**src/rtl/mouse_pkg.sv**
```systemverilog
// Shared board geometry, coordinate widths and FSM state encoding
// for the mouse-driven tile move controller.
package mouse_pkg;

    localparam int X_BLOCKS = 18;
    localparam int Y_BLOCKS = 8;
    localparam int BX_W     = 5;
    localparam int BY_W     = 3;

    typedef enum logic [1:0] {
        S_IDLE = 2'd0,
        S_SRC  = 2'd1,
        S_REQ  = 2'd2
    } state_t;

endpackage

```
**src/rtl/timeout_counter.sv**
```systemverilog
// Saturating up-counter for the move-acknowledge timeout; done is high
// while the count sits at TIMEOUT-1.
module timeout_counter #(
    parameter int unsigned TIMEOUT = 10_000_000
) (
    input  logic clk,
    input  logic rst_n,
    input  logic clear,
    input  logic en,
    output logic done
);

    localparam int unsigned CW = (TIMEOUT > 1) ? $clog2(TIMEOUT) : 1;
    localparam logic [CW-1:0] TC = CW'(TIMEOUT - 1);

    logic [CW-1:0] cnt;

    always_ff @(posedge clk) begin
        if (!rst_n || clear) begin
            cnt <= '0;
        end else if (en && (cnt != TC)) begin
            cnt <= cnt + CW'(1);
        end
    end

    assign done = (cnt == TC);

endmodule

```
**src/rtl/mouse_move_ctrl.sv**
```systemverilog
// Two-click tile move sequencer: select source, select destination, then
// hold a move request toward game logic until acknowledged or timed out.
//
//   state  | meaning
//   S_IDLE | nothing selected, waiting for a source click
//   S_SRC  | source tile selected, waiting for a destination click
//   S_REQ  | move_req held, waiting for move_ack / timeout / cancel
module mouse_move_ctrl
    import mouse_pkg::*;
#(
    parameter int unsigned ACK_TIMEOUT = 24'd10_000_000,
    parameter int unsigned X_BLOCKS    = mouse_pkg::X_BLOCKS
) (
    input  logic            clk,
    input  logic            rst_n,
    input  logic            interboard_rst,
    input  logic            en,
    input  logic            l_click,
    input  logic            r_click,
    input  logic            mouse_inblock,
    input  logic [BX_W-1:0] mouse_block_x,
    input  logic [BY_W-1:0] mouse_block_y,
    input  logic            move_ack,
    output logic            sel_valid,
    output logic [BX_W-1:0] sel_x,
    output logic [BY_W-1:0] sel_y,
    output logic            move_req,
    output logic [BX_W-1:0] move_src_x,
    output logic [BY_W-1:0] move_src_y,
    output logic [BX_W-1:0] move_dst_x,
    output logic [BY_W-1:0] move_dst_y,
    output logic            move_fail,
    output logic            busy
);

    state_t          state, state_nxt;
    logic            sel_valid_nxt;
    logic [BX_W-1:0] sel_x_nxt;
    logic [BY_W-1:0] sel_y_nxt;
    logic            move_req_nxt;
    logic [BX_W-1:0] move_src_x_nxt;
    logic [BY_W-1:0] move_src_y_nxt;
    logic [BX_W-1:0] move_dst_x_nxt;
    logic [BY_W-1:0] move_dst_y_nxt;
    logic            move_fail_nxt;

    logic            valid_click;
    logic            same_block;
    logic            tmo_done;

    assign valid_click = l_click && en && mouse_inblock
                         && (32'(mouse_block_x) < X_BLOCKS)
                         && (32'(mouse_block_y) < Y_BLOCKS);
    assign same_block  = (mouse_block_x == sel_x) && (mouse_block_y == sel_y);

    // Counter is held cleared outside S_REQ so every request starts from zero.
    timeout_counter #(
        .TIMEOUT (ACK_TIMEOUT)
    ) u_timeout (
        .clk   (clk),
        .rst_n (rst_n),
        .clear ((state != S_REQ) || interboard_rst),
        .en    (state == S_REQ),
        .done  (tmo_done)
    );

    always_ff @(posedge clk) begin
        if (!rst_n || interboard_rst) begin
            state      <= S_IDLE;
            sel_valid  <= 1'b0;
            sel_x      <= '0;
            sel_y      <= '0;
            move_req   <= 1'b0;
            move_src_x <= '0;
            move_src_y <= '0;
            move_dst_x <= '0;
            move_dst_y <= '0;
            move_fail  <= 1'b0;
        end else begin
            state      <= state_nxt;
            sel_valid  <= sel_valid_nxt;
            sel_x      <= sel_x_nxt;
            sel_y      <= sel_y_nxt;
            move_req   <= move_req_nxt;
            move_src_x <= move_src_x_nxt;
            move_src_y <= move_src_y_nxt;
            move_dst_x <= move_dst_x_nxt;
            move_dst_y <= move_dst_y_nxt;
            move_fail  <= move_fail_nxt;
        end
    end

    always_comb begin
        state_nxt      = state;
        sel_valid_nxt  = sel_valid;
        sel_x_nxt      = sel_x;
        sel_y_nxt      = sel_y;
        move_req_nxt   = move_req;
        move_src_x_nxt = move_src_x;
        move_src_y_nxt = move_src_y;
        move_dst_x_nxt = move_dst_x;
        move_dst_y_nxt = move_dst_y;
        move_fail_nxt  = 1'b0;

        unique case (state)
            S_IDLE: begin
                if (valid_click) begin
                    sel_x_nxt     = mouse_block_x;
                    sel_y_nxt     = mouse_block_y;
                    sel_valid_nxt = 1'b1;
                    state_nxt     = S_SRC;
                end
            end
            S_SRC: begin
                if (!en || r_click) begin
                    sel_valid_nxt = 1'b0;
                    state_nxt     = S_IDLE;
                end else if (valid_click && same_block) begin
                    sel_valid_nxt = 1'b0;
                    state_nxt     = S_IDLE;
                end else if (valid_click) begin
                    move_src_x_nxt = sel_x;
                    move_src_y_nxt = sel_y;
                    move_dst_x_nxt = mouse_block_x;
                    move_dst_y_nxt = mouse_block_y;
                    move_req_nxt   = 1'b1;
                    state_nxt      = S_REQ;
                end
            end
            S_REQ: begin
                // Ack outranks timeout and cancel: an accepted move never reports failure.
                if (move_ack) begin
                    move_req_nxt  = 1'b0;
                    sel_valid_nxt = 1'b0;
                    state_nxt     = S_IDLE;
                end else if (tmo_done || r_click) begin
                    move_req_nxt  = 1'b0;
                    sel_valid_nxt = 1'b0;
                    move_fail_nxt = 1'b1;
                    state_nxt     = S_IDLE;
                end
            end
            default: begin
                state_nxt = S_IDLE;
            end
        endcase
    end

    assign busy = (state == S_REQ);

endmodule
```
**config.mk**
```make
export PLATFORM = sky130hd
export DESIGN_NAME = mouse_move_ctrl
export DESIGN_NICKNAME = d
export VERILOG_FILES = /design/src/rtl/mouse_pkg.sv /design/src/rtl/timeout_counter.sv /design/src/rtl/mouse_move_ctrl.sv
export SDC_FILE = /design/constraint.sdc
export NUM_CORES = 1
export LEC_CHECK = 0
export CORE_UTILIZATION = 53
export DETAILED_ROUTE_END_ITERATION = 10
export PLACE_DENSITY = 0.79
export SLEW_MARGIN = 20
export SYNTH_ARGS = -nofsm -noshare
export SYNTH_HDL_FRONTEND = slang
export SYNTH_SLANG_ARGS = --single-unit
```
**constraint.sdc**
```tcl
create_clock -name clk -period 2.7 [get_ports clk]
set_clock_uncertainty 0.1 [all_clocks]
set_input_delay 0.27 -clock clk [delete_from_list [all_inputs] [get_ports clk]]
set_output_delay 0.27 -clock clk [all_outputs]
set_load 0.01 [all_outputs]
```
==> out/metrics.csv <==
metric;value;unit
status;finished, final reports clean;
dieArea;5180;um2
r2r-end;u_timeout.cnt[21];
async_flop_share;0;%
hold_class;flop to flop;
drc;0;
synth_cells;269;
die_h;71.9;um
synth.area.mux_share;9.27;%
cp-end-kind;flop;
cp.arrival;2.30;ns
r2r_start;state[0];
path_class;flop to flop;
place.gp.congestion;0.793;
path_cells;inv_1 -> ha_1 -> nand4_1 -> or2_2 -> a211oi_4 -> a31oi_1 -> a41o_1;
insertion_delay;0.30;ns
cts_sinks;53;
worstPathRequired;2.80;ns
drt-pass1-iter-count;4;
setup_ws;0.500;ns
p_leak;1.20;nW
synth_top_family_by_area;simple AND/OR/NAND/NOR gates;
drive_gt1_share;8.04;%
fin_crit_sh;81.5;%
crit_cells;7;
vdd_drop_max;0.310;mV
tns;0;ns
synth_cell_types;52;
fp.dieW;71.9;um
io_pins;44;
clock.fmax;455;MHz
cts_root_buf;clkbuf_8;
rsz0062_at_grt;no;
finalPower;1.31;mW
drt-initial-drc-count;75;
grt_overflow;0;
hpwl;3.82;mm
synth_flop_cell;dfxtp_1;
yosys_register_bits;53;
numCtsBuffers;5;
cts_buffer_depth;2;
yosys.area_share.simple;20.1;%
synth_warnings;0;
cp_max_fo;7;
h-tree-depth;2;
syn_area;2590;um2
synth_compound_area_share;14.9;%
avgSynthCellArea;9.64;um2
cpMaxStageDelayCell;or2_2;
whs;0.398;ns
crit_buf_inv;1;
cts_resized;0;
reg2reg_depth;7;
synthToLayoutAreaGrowth;21.0;%
worstSetupStartpoint;state[0];
grt_pass1_vias;1875;
cpLargestDelayFamily;compound AO/OA/AOI/OAI gates;
core-area;4720;um2
synth_fa_ha_area_share;2.41;%
gr-usage-met3;6.94;%
worst_slew_pin_slew;0.428;ns
regToRegSetupSlack;0.50;ns
wl_per_cell;14.1;um
startpoint_type;flop;
dp_slack;0.383;ns
p_per_area;418;nW/um2
diodes;0;
holdBufCountCts;0;
grt_use_met1;30.0;%
grt_pass1_wl;9.01;mm
antenna_found_initial;0;
crit_path_end;u_timeout.cnt[21];
post_cts_buffers;0;
maxSlewHeadroom;71.4;%
synthTopCellsByArea;dfxtp_1 (41%), mux2i_1 (9.3%), nor2_1 (6.7%);
final_core_util;66.4;%
routed_wl;5.31;mm
drtAntennaViolNets;0;
row_count;25;
grt_max_degree;28;
port_buffers;43;
cts_tree;done;
drv_slew;0;
cts.clk_slew.worst_paths;0.09;ns
start_util;54.9;%
synth_xor_xnor_area_share;8.11;%
setup_viol_count_final;0;
num_vias;2060;
nets;332;
busiest_layer;met2;
drv_cap;0;
syn_nets;290;
yosys.area.top_type_share;40.9;%
grt_use_total;22.2;%
grt_use_met2;34.6;%
vias_per_cell;5.45;
hold_violations;0;
synth_enable_flop_cells;0;
yosysSeqAreaShare;40.9;%
nFillCells;374;
slowest_delay;0.42;ns
yosys.area.top_type;dfxtp_1;
final.min_clock_period;2.20;ns
worst register-to-register path, stage by stage, from the launching register on:
cell	delay (ns)
dfxtp_1	0.35
inv_1	0.09
ha_1	0.25
nand4_1	0.18
or2_2	0.42
a211oi_4	0.34
a31oi_1	0.15
a41o_1	0.22
flip-flops by register name, indices dropped and copies added (netlist names):
signal,flops
move_dst_y,3
move_dst_x,5
move_src_y,3
u_timeout.cnt,24
state,2
sel_valid,1
move_src_x,5
sel_x,5
sel_y,3
move_fail,1
move_req,1
layer usage:
| layer | wire length, um | share of wire, % |
|---|---|---|
| met1 | 2540 | 48 |
| met2 | 2480 | 47 |
| met3 | 260 | 4.9 |
| met4 | 31 | 0.58 |
| met5 | 0 | 0 |
report_power, final:
part	switching (mW)	internal (mW)
registers	0.00243	0.783
clock network	0.253	0.203
logic	0.0311	0.0378
layout make-up:
| cell class | instances | area (um2) | share of cell area, % |
|---|---|---|---|
| inverters | 8 | 30.0 | 0.957 |
| flip-flops and latches | 53 | 1060 | 33.8 |
| clock buffers | 6 | 82.6 | 2.63 |
| multi-input cells | 197 | 1420 | 45.3 |
| repair buffers | 46 | 453 | 14.4 |
| well taps | 67 | 83.8 | 2.67 |
| clock inverters | 1 | 7.51 | 0.239 |
kinds of logic (layout without fill, tap and decap cells):
kind of cell,after synthesis,in the layout
xor+xnor,24,24
flops,53,53
simple gates,100,100
mux,24,24
fa+ha+maj,5,5
compound gates,44,44
buf+inv,19,61
synth_stat cells (5+ instances only):
master,n
nor2_1,46
xor2_1,5
o2111ai_1,5
a211oi_1,6
mux2i_1,24
xnor2_1,19
dfxtp_1,53
nand3_1,6
a21oi_1,8
ha_1,5
nand2_1,15
nand4_1,6
inv_1,8
stage by stage:
step	instances	cell area, um2
after global placement	371	3050
after CTS	378	3140
after global routing	378	3140
after detailed placement	371	3050
final	378	3140
after floorplan	269	2590
cells in the final DEF, fill, tap and decap left out, types with 2 or more instances in the layout:
cell type and instances:
dfxtp_1 53, nor2_1 46, clkdlybuf4s50_1 43, mux2i_1 24
xnor2_1 19, nand2_1 15, inv_1 8, a21oi_1 8
nand4_1 6, a211oi_1 6, nand3_1 6, clkbuf_8 6
o2111ai_1 5, xor2_1 5, ha_1 5, and3_1 4
nor3_1 4, o21ai_0 4, or3_1 3, a31oi_1 3
a41o_1 3, buf_4 3, and4bb_1 2, a311oi_1 2
nor2b_1 2, a2111oi_4 2
worst min-delay path by stage:
| stage | from | to | slack, ns | depth (start not counted) |
|---|---|---|---|---|
| floorplan | move_ack | move_fail | 0.24 | 1 |
| finish | u_timeout.cnt[1] | u_timeout.cnt[1] | 0.40 | 2 |
| global placement | u_timeout.cnt[1] | u_timeout.cnt[1] | 0.38 | 2 |
| CTS | u_timeout.cnt[1] | u_timeout.cnt[1] | 0.40 | 2 |
| global route | move_ack | move_fail | 0.41 | 2 |
| detailed placement | u_timeout.cnt[1] | u_timeout.cnt[1] | 0.39 | 2 |
No activity file was read; power rests on OpenSTA's default activity.
==> variant: new RTL, same settings <==
The package constant `BY_W` goes from 3 to 6.
--- a/src/rtl/mouse_pkg.sv
+++ b/src/rtl/mouse_pkg.sv
@@ -6,5 +6,5 @@
     localparam int Y_BLOCKS = 8;
     localparam int BX_W     = 5;
-    localparam int BY_W     = 3;
+    localparam int BY_W     = 6;
 
     typedef enum logic [1:0] {
Ports: changed (resized mouse_block_y, move_dst_y, move_src_y and sel_y); port bits go from 44 to 56. The function was not compared with the original's and may differ.
==> variant against the original RTL <==
  * Final area rose by 14%
  * Combinational power fell by 4.7%
  * Final cell count rose by 11%
  * Clock power rose by 98%
  * Power rose by 44%
  * Sequential cell count rose by 9
  * First-iteration DRC count rose by 19%
  * Routed wire length rose by 12%
  * Setup slack improved by 0.066 ns
  * Area after synthesis rose by 4.7%
  * Largest power group unchanged
  * Core utilization rose by 7.6 points
==> variant: results (changes against the original RTL) <==
* Status: finished clean
* Net Sw Frac at 21.86% (about the same)
* Starting DRT DRC Count at 89 (+19%)
* Number of post-CTS setup repair buffers at 0 (unchanged)
* Inserted Diodes at 0 (unchanged)
* CTS resizes at 0 (unchanged)
* Post-synth top cells: 62 x dfxtp_1, 55 x nor2_1, 27 x mux2i_1
* Vias per std cell at 5.309 (-2.6%)
* WL final at 5957 um (+12%)
* Crit-path slowest cell: clkdlybuf4s50_1
* Netlist cell types at 40 (-23%)
* CP startpoint kind: flop
* H-tree lvl count at 3 (+1)
* Placed Area at 3342 um2 (+9.6%)
* Inst Count DP at 402 (+8.4%)
* Critical hold path startpoint: move_dst_y[3]
* LEAKAGE at 1.210 nW (+0.78%)
* Synth area leaders: dfxtp_1 46%, mux2i_1 10%, nor2_1 7.6%, xnor2_1 6.8%, xor2_1 3.6%
* Routed met3 length at 231 um (-11%)
* Relative slew slack at 48.53% (-23 points)
* Min-delay worst type: reg2reg
* Initial antenna violation count at 0 (unchanged)
* Share of layout cells above drive strength 1 at 7.123% (-0.92 points)
* Highest metal used: met4
* Vias at 2,219 (+7.7%)
* Max FO, Critical Path at 9 (+2)
* DRT met1 WL at 2919 um (+15%)
* Fin area at 3565 um2 (+14%)
* Metal2 WL at 2728 um (+10%)
* Critical path arrival at 1.76 ns (-0.54 ns)
* Kind of cell adding the most delay to the critical path: buffers and inverters
* Port bufs at 55 (+28%)
* Worst R2R Start: state[0]
* DRT Pass-1 Iters at 4 (unchanged)
* Overall Global Routing Usage at 23.50% (+1.3 points)
* Placer congestion estimate at 0.8081 (+1.9%)
* Yosys warns at 0 (unchanged)
* CTS buffer count at 9 (+4)
* Fill count at 393 (+5.1%)
* Nets at 370 (+11%)
* Top reg by flops: u_timeout.cnt
* Vias in the first global route at 1,993 (+6.3%)
* CP max stage delay at 0.61 ns (+0.19 ns)
* First-pass GRT wire length at 9528 um (+5.7%)
* Max-cap violations at 0 (unchanged)
* Cells after Synth at 285 (+5.9%)
* Clk buf depth at 2 (unchanged)
* Maximum vdd drop at 0.4395 mV (+42%)
* Post-synth ARST share at 0% (unchanged)
* Mapped Nets at 309 (+6.6%)
* Seq/Total Area, Yosys at 45.74% (+4.8 points)
* Worst-skew pair later-pin latency at 0.33 ns (+0.03 ns)
* Root Driver: clkbuf_8
* Largest net degree at the start of global routing at 25 (-11%)
* Detailed-placement wirelength estimate at 4242 um (+11%)
* Largest register FFs at 24 (unchanged)
* Clk slew on worst S/H paths at 0.07 ns (-0.02 ns)
[variant: cell count changes after synthesis, sizes merged, moves of 6 or more]
cell,change
nor2,+9
dfxtp,+9
a211oi,-6
and4,+7
xor2,+6
[variant: logic make-up after synthesis]
| family | share of synthesized area [%] |
|---|---|
| buffers and inverters | 2.489 |
| flip-flops | 45.74 |
| XOR/XNOR | 10.33 |
| adder cells (fa/ha/maj) | 2.305 |
| AND/OR/NAND/NOR | 24.53 |
| multiplexers | 9.959 |
| AO/OA/AOI/OAI | 4.656 |
[variant: final timing paths]
| check | to | slack [ns] | cells past startpoint |
|---|---|---|---|
| hold reg to reg | move_dst_y[3] | 0.37 | 1 |
| hold / removal | move_dst_y[3] | 0.37 | 1 |
| setup reg to reg | u_timeout.cnt[12] | 0.59 | 7 |
| setup / recovery | busy | 0.57 | 3 |
[variant: layout make-up]
class                      instances  share of cell area (%)
tap                               67                   2.352
timing repair buffer              60                   16.85
inverter                           3                  0.3159
multi-input combinational        210                   39.42
clock buffer                       9                   3.475
clock inverter                     7                   2.773
sequential                        62                   34.82
[variant: through the flow]
step | setup slack [ns] | hold WS [ns] | total power, W
6_report | 0.5662 | 0.3747 | 0.001884
5_1_grt | 0.4387 | 0.3863 | 0.001944
4_1_cts | 0.5531 | 0.3775 | 0.001896
3_5_place_dp | 0.3563 | 0.3675 | 0.001000
3_3_place_gp | 0.3806 | 0.3594 | 0.0009994
2_1_floorplan | 0.7246 | 0.2493 | 0.0009582
[variant: power by group through the flow]
stage | logic, W | clock network, W | registers (W)
after floorplan | 0.0000226 | 0 | 0.000936
after global placement | 0.0000638 | 0 | 0.000936
after detailed placement | 0.0000648 | 0 | 0.000936
after CTS | 0.0000654 | 0.000916 | 0.000914
after global routing | 0.0000694 | 0.000960 | 0.000914
final | 0.0000656 | 0.000904 | 0.000914
[variant: metal layers]
layer / up-vias / global-route usage [%]
li1: 1110 / -
met4: 0 / 12.18
met1: 1053 / 32.27
met5: - / 0
met2: 49 / 35.27
met3: 7 / 4.115
[variant: worst reg2reg max path, stage by stage (launching register included)]
cell	delay [ns]
dfxtp_1	0.35
inv_1	0.09
ha_1	0.37
nand3_1	0.18
a211oi_2	0.43
and4_1	0.28
xnor2_1	0.13
nor2_1	0.05
